--- config.mk ---
export PLATFORM = sky130hd
export DESIGN_NAME = pipeline_stall_control_flat
export DESIGN_NICKNAME = d
export VERILOG_FILES = /design/src/rtl/pipeline_stall_control_if.sv /design/src/rtl/pipeline_stall_control.sv /design/src/flat_wrapper.sv
export SDC_FILE = /design/constraint.sdc
export NUM_CORES = 1
export LEC_CHECK = 0
export CELL_PAD_IN_SITES_DETAIL_PLACEMENT = 1
export CELL_PAD_IN_SITES_GLOBAL_PLACEMENT = 1
export CORE_ASPECT_RATIO = 0.5
export CORE_MARGIN = 2
export CORE_UTILIZATION = 41
export DETAILED_ROUTE_END_ITERATION = 6
export PLACE_DENSITY_LB_ADDON = 0.1
export SETUP_SLACK_MARGIN = 0.05
export SLEW_MARGIN = 20
export SYNTH_ARGS = -nofsm -noshare
export SYNTH_HDL_FRONTEND = slang
export SYNTH_SLANG_ARGS = --single-unit
export TNS_END_PERCENT = 20
--- constraint.sdc ---
create_clock -name clk -period 2.8 [get_ports clk]
set_input_delay 0.28 -clock clk [delete_from_list [all_inputs] [get_ports clk]]
set_output_delay 0.28 -clock clk [all_outputs]
set_load 0.02 [all_outputs]
--- src/rtl/pipeline_stall_control_if.sv ---
// Hazard inputs and pipeline-register controls exchanged between
// the datapath (master) and the stall controller (slave).
interface pipeline_stall_control_if;
  logic IDstall;
  logic EXstall;
  logic IDbranch_taken;
  logic IDjump;
  logic PCwrite;
  logic IFIDwrite;
  logic IDEXwrite;
  logic EXMEMwrite;
  logic IFIDflush;
  logic IDEXbubble;
  logic EXMEMbubble;

  modport master (
    output IDstall, EXstall,
    output IDbranch_taken, IDjump,
    input  PCwrite, IFIDwrite,
    input  IDEXwrite, EXMEMwrite,
    input  IFIDflush, IDEXbubble,
    input  EXMEMbubble
  );

  modport slave (
    input  IDstall, EXstall,
    input  IDbranch_taken, IDjump,
    output PCwrite, IFIDwrite,
    output IDEXwrite, EXMEMwrite,
    output IFIDflush, IDEXbubble,
    output EXMEMbubble
  );
endinterface

--- src/rtl/pipeline_stall_control.sv ---
// Stall/flush control for the 5-stage pipeline: write enables,
// bubbles, per-stage valid bits, event counters, deadlock flag.
module pipeline_stall_control #(
  parameter int CNT_W       = 16,
  parameter int STALL_LIMIT = 4
) (
  input  logic             clk,
  input  logic             reset,
  pipeline_stall_control_if.slave hz,
  output logic             valid_IFID,
  output logic             valid_IDEX,
  output logic             valid_EXMEM,
  output logic             valid_MEMWB,
  output logic [CNT_W-1:0] stall_count,
  output logic [CNT_W-1:0] flush_count,
  output logic [CNT_W-1:0] retired_count,
  output logic             deadlock
);

  localparam logic [3:0] LIM = 4'(STALL_LIMIT);

  logic       stall;
  logic       flush;
  logic [3:0] run;
  logic [3:0] run_nxt;

  assign stall = hz.IDstall | hz.EXstall;
  assign flush = (hz.IDbranch_taken | hz.IDjump) & ~stall;
  assign run_nxt = !stall ? 4'd0 :
                   (run == 4'hf) ? 4'hf : run + 4'd1;

  always_comb begin
    hz.PCwrite     = 1'b0;
    hz.IFIDwrite   = 1'b0;
    hz.IDEXwrite   = 1'b0;
    hz.EXMEMwrite  = 1'b0;
    hz.IFIDflush   = 1'b0;
    hz.IDEXbubble  = 1'b0;
    hz.EXMEMbubble = 1'b0;
    priority case (1'b1)
      reset: ;
      // EX/MEM is still written, but with the NOP
      hz.EXstall: begin
        hz.EXMEMwrite  = 1'b1;
        hz.EXMEMbubble = 1'b1;
      end
      hz.IDstall: begin
        hz.IDEXwrite  = 1'b1;
        hz.EXMEMwrite = 1'b1;
        hz.IDEXbubble = 1'b1;
      end
      default: begin
        hz.PCwrite    = 1'b1;
        hz.IFIDwrite  = 1'b1;
        hz.IDEXwrite  = 1'b1;
        hz.EXMEMwrite = 1'b1;
        hz.IFIDflush  = flush;
      end
    endcase
  end

  always_ff @(posedge clk or posedge reset) begin
    if (reset) begin
      valid_IFID  <= 1'b0;
      valid_IDEX  <= 1'b0;
      valid_EXMEM <= 1'b0;
      valid_MEMWB <= 1'b0;
    end else begin
      valid_MEMWB <= valid_EXMEM;
      valid_EXMEM <= hz.EXstall ? 1'b0 : valid_IDEX;
      if (!hz.EXstall)
        valid_IDEX <= hz.IDstall ? 1'b0 : valid_IFID;
      if (!stall)
        valid_IFID <= !flush;
    end
  end

  always_ff @(posedge clk or posedge reset) begin
    if (reset) begin
      stall_count   <= '0;
      flush_count   <= '0;
      retired_count <= '0;
    end else begin
      if (stall && stall_count != '1)
        stall_count <= stall_count + CNT_W'(1);
      if (flush && flush_count != '1)
        flush_count <= flush_count + CNT_W'(1);
      if (valid_MEMWB && retired_count != '1)
        retired_count <= retired_count + CNT_W'(1);
    end
  end

  always_ff @(posedge clk or posedge reset) begin
    if (reset) begin
      run      <= 4'd0;
      deadlock <= 1'b0;
    end else begin
      run <= run_nxt;
      if (stall && run_nxt == LIM)
        deadlock <= 1'b1;
    end
  end

endmodule
--- src/flat_wrapper.sv ---
// flat-port wrapper written by rule: the top's interface ports become plain ports
module pipeline_stall_control_flat 
#(
  parameter int CNT_W       = 16,
  parameter int STALL_LIMIT = 4
)
  (clk, reset, valid_IFID, valid_IDEX, valid_EXMEM, valid_MEMWB, stall_count, flush_count, retired_count, deadlock, hz_IDstall, hz_EXstall, hz_IDbranch_taken, hz_IDjump, hz_PCwrite, hz_IFIDwrite, hz_IDEXwrite, hz_EXMEMwrite, hz_IFIDflush, hz_IDEXbubble, hz_EXMEMbubble);
  pipeline_stall_control_if hz_i ();
  input  logic clk;
  input  logic reset;
  output logic valid_IFID;
  output logic valid_IDEX;
  output logic valid_EXMEM;
  output logic valid_MEMWB;
  output logic [CNT_W-1:0] stall_count;
  output logic [CNT_W-1:0] flush_count;
  output logic [CNT_W-1:0] retired_count;
  output logic deadlock;
  input wire logic [$bits(hz_i.IDstall)-1:0] hz_IDstall;
  input wire logic [$bits(hz_i.EXstall)-1:0] hz_EXstall;
  input wire logic [$bits(hz_i.IDbranch_taken)-1:0] hz_IDbranch_taken;
  input wire logic [$bits(hz_i.IDjump)-1:0] hz_IDjump;
  output wire logic [$bits(hz_i.PCwrite)-1:0] hz_PCwrite;
  output wire logic [$bits(hz_i.IFIDwrite)-1:0] hz_IFIDwrite;
  output wire logic [$bits(hz_i.IDEXwrite)-1:0] hz_IDEXwrite;
  output wire logic [$bits(hz_i.EXMEMwrite)-1:0] hz_EXMEMwrite;
  output wire logic [$bits(hz_i.IFIDflush)-1:0] hz_IFIDflush;
  output wire logic [$bits(hz_i.IDEXbubble)-1:0] hz_IDEXbubble;
  output wire logic [$bits(hz_i.EXMEMbubble)-1:0] hz_EXMEMbubble;
  assign hz_i.IDstall = hz_IDstall;
  assign hz_i.EXstall = hz_EXstall;
  assign hz_i.IDbranch_taken = hz_IDbranch_taken;
  assign hz_i.IDjump = hz_IDjump;
  assign hz_PCwrite = hz_i.PCwrite;
  assign hz_IFIDwrite = hz_i.IFIDwrite;
  assign hz_IDEXwrite = hz_i.IDEXwrite;
  assign hz_EXMEMwrite = hz_i.EXMEMwrite;
  assign hz_IFIDflush = hz_i.IFIDflush;
  assign hz_IDEXbubble = hz_i.IDEXbubble;
  assign hz_EXMEMbubble = hz_i.EXMEMbubble;
  pipeline_stall_control #(.CNT_W(CNT_W), .STALL_LIMIT(STALL_LIMIT)) u_core (.clk(clk), .reset(reset), .hz(hz_i), .valid_IFID(valid_IFID), .valid_IDEX(valid_IDEX), .valid_EXMEM(valid_EXMEM), .valid_MEMWB(valid_MEMWB), .stall_count(stall_count), .flush_count(flush_count), .retired_count(retired_count), .deadlock(deadlock));
endmodule
==> qor.txt <==
asr flop ratio synth - 100%
Crit. End Element - primary output
CTS tree - yes
Post-synth EDFFs - 0
Syn. warnings - 0
die height - 62.5 um
final worst-path setup slack - 476 ps
die area - 7550 um2
hpwl dp - 5.16 mm
Final ANT Viol Nets - 0
Crit Path Category - in2out
Top Ports - 66
FP Rows - 21
Detailed Route WL - 7.26 mm
CP Max Fanout - 9
Mean Syn Cell Area - 10.6 um2
first-pass GRT wire length - 12.4 mm
via count - 2384
WL/cell - 16.6 um
htree depth - 3
Hold Path Sink - u_core.valid_MEMWB
fin crit share - 83.0%
RSZ-0062 raised after global routing - false
Slew Viols, Final - 0
ratio of cells with drive above 1 in the final layout - 9.57%
Clock Tree Root - clkbuf_16
cell area after synthesis - 2800 um2
outcome - finished, final reports clean
grt total ovfl - 0
clock sinks - 57
DRC violations left - 0
register area share after synthesis - 50.9%
Layout area overhead - 36.8%
Post-CTS Resized - 0
Skew-Pair Late Insertion Delay - 320 ps
FILL cells - 730
area of placed instances - 3570 um2
count leader, synth - dfrtp_1
Via density - 5.46
top post-synthesis cells by area - dfrtp_1 (51%), xor2_1 (6.6%), xnor2_1 (5.0%)
initial antenna violation count - 0
Yosys reg bits - 57
hold depth - 0
crit-path max cell delay - 600 ps
Worst setup SP type - primary input
DRT iter0 DRCs - 72
CP dominant cell by count - clkdlybuf4s50_1
DR pass1 iterations - 4
design area - 3830 um2
Worst EP required - 2520 ps
core area - 6650 um2
Final Skew - 2.99 ps
Post-synth top cells - dfrtp_1 (57), nand3_1 (22), xor2_1 (21)
leakage power - 1.64 nW
critical path cell sequence - clkdlybuf4s50_1 -> nor3_1 -> and2_1 -> clkdlybuf4s50_1
Die W - 121 um
reg2reg path depth - 5
predominant post-synthesis flop cell - dfrtp_1
post-synth top area share - 50.9%
RR Startpoint - u_core.flush_count[0]
Nets - 351
pin count of the biggest net entering global routing - 58
initial core utilization - 42.2%
post-layout util - 57.7%
VDD IR-drop max - 0.522 mV
Final Hold Viols - 0
I/O Buffers - 65
Max Fclk - 430 MHz
number of global-route vias before repair - 2545
Unique masters post-synth - 43
post-synth top area cell - dfrtp_1
final RePlAce weighted congestion - 0.825
clock buffer depth - 2
measured slew at the worst slew-check pin - 710 ps
diode count - 0
Data arrival, critical path - 2040 ps
Mapped Nets - 275
Hold Path Origin - u_core.valid_EXMEM
power per cell area - 778 nW/um2
setup slack, reg-to-reg - 720 ps
Slowest-stage cell, CP - clkdlybuf4s50_1
cells after synthesis - 265
Rel. slew slack - 52.6%
DP Worst Slack - 474 ps
hold_buf cts - 0
Max Cap Viol - 0
Setup Buffers After CTS - 0
cts bufs inserted - 9
r2r endpoint - u_core.flush_count[1]
total track usage - 20.9%
min cycle time layout - 2320 ps
Worst Setup SP - hz_EXstall
Worst-path clk slew - 50 ps
setup TNS after final layout - 0 ps
# setup viols final - 0
worst hold path class - reg2reg
stage by stage:
step,cells,power (mW),hold slack [ps]
floorplan,265,1.63,387
global placement,422,2.00,360
detailed placement,422,2.04,368
CTS,437,3.02,380
global route,437,3.14,392
finish,437,2.98,377
worst max-delay path, delay by kind of cell:
kind	cells	cell delay [ps]
buffers and inverters	2	1150
AND/OR/NAND/NOR	2	610
state kept, by name (all words and copies together), names as in the netlist:
signal,cells
u_core.valid_EXMEM,1
u_core.deadlock,1
u_core.valid_MEMWB,1
u_core.retired_count,16
u_core.valid_IDEX,1
u_core.stall_count,16
u_core.flush_count,16
u_core.run,4
u_core.valid_IFID,1
power breakdown:
part	internal, mW	total (mW)	switching, mW
Clock	0.609	0.957	0.348
Sequential	0.981	1.20	0.214
Combinational	0.403	0.832	0.429
worst max-delay path by stage:
stage,end,slack (ps)
6_report,hz_IFIDflush,480
4_1_cts,hz_IFIDflush,450
3_5_place_dp,hz_IFIDflush,470
5_1_grt,hz_IFIDflush,340
3_3_place_gp,hz_IFIDflush,480
2_1_floorplan,u_core.flush_count[1],890
layout by cell type, fill, tap and decap left out, types with 4 or more instances in the layout:
| cell type | instances |
|---|---|
| buf_4 | 4 |
| nand3_1 | 22 |
| nor3_1 | 9 |
| nand4_1 | 10 |
| ha_1 | 4 |
| nor2_1 | 11 |
| a21oi_1 | 9 |
| xor2_1 | 21 |
| and2_1 | 6 |
| a31oi_1 | 4 |
| and4_1 | 4 |
| xnor2_1 | 16 |
| o21ai_0 | 6 |
| mux2_2 | 5 |
| nor4_1 | 11 |
| dfrtp_1 | 57 |
| and3_1 | 7 |
| or2_2 | 4 |
| inv_1 | 6 |
| clkinv_2 | 4 |
| clkdlybuf4s50_1 | 65 |
| nand2_1 | 20 |
| clkbuf_16 | 9 |
cell type report:
class                      count  area (um2)  area share (%)
clock buffer                  11         243            6.33
inverter                       7        26.3           0.685
clock inverter                 4        20.0           0.522
multi-input combinational    197        1320            34.5
sequential                    57        1430            37.2
tap                           92         115            3.00
timing repair buffer          69         681            17.8
layer usage:
metal	share of wire, %	global-route usage, %	vias up	routed length [um]
met2	50	35.5	45	3640
li1	-	-	1122	-
met1	45	26.3	1207	3250
met5	0	0	-	0
met4	0.98	5.96	0	71
met3	4.0	5.38	10	291
cell families (layout without fill, tap and decap cells):
family                   count (synthesis)  count (layout)  share of synthesized area [%]
AO/OA/AOI/OAI                           29              29                           6.65
XOR/XNOR                                37              37                           11.6
flip-flops                              57              57                           50.9
adder cells (fa/ha/maj)                  4               4                           1.79
AND/OR/NAND/NOR                        120             120                           24.4
buffers and inverters                   11              91                           1.92
multiplexers                             7               7                           2.77
No activity file was read; power rests on OpenSTA's default activity.
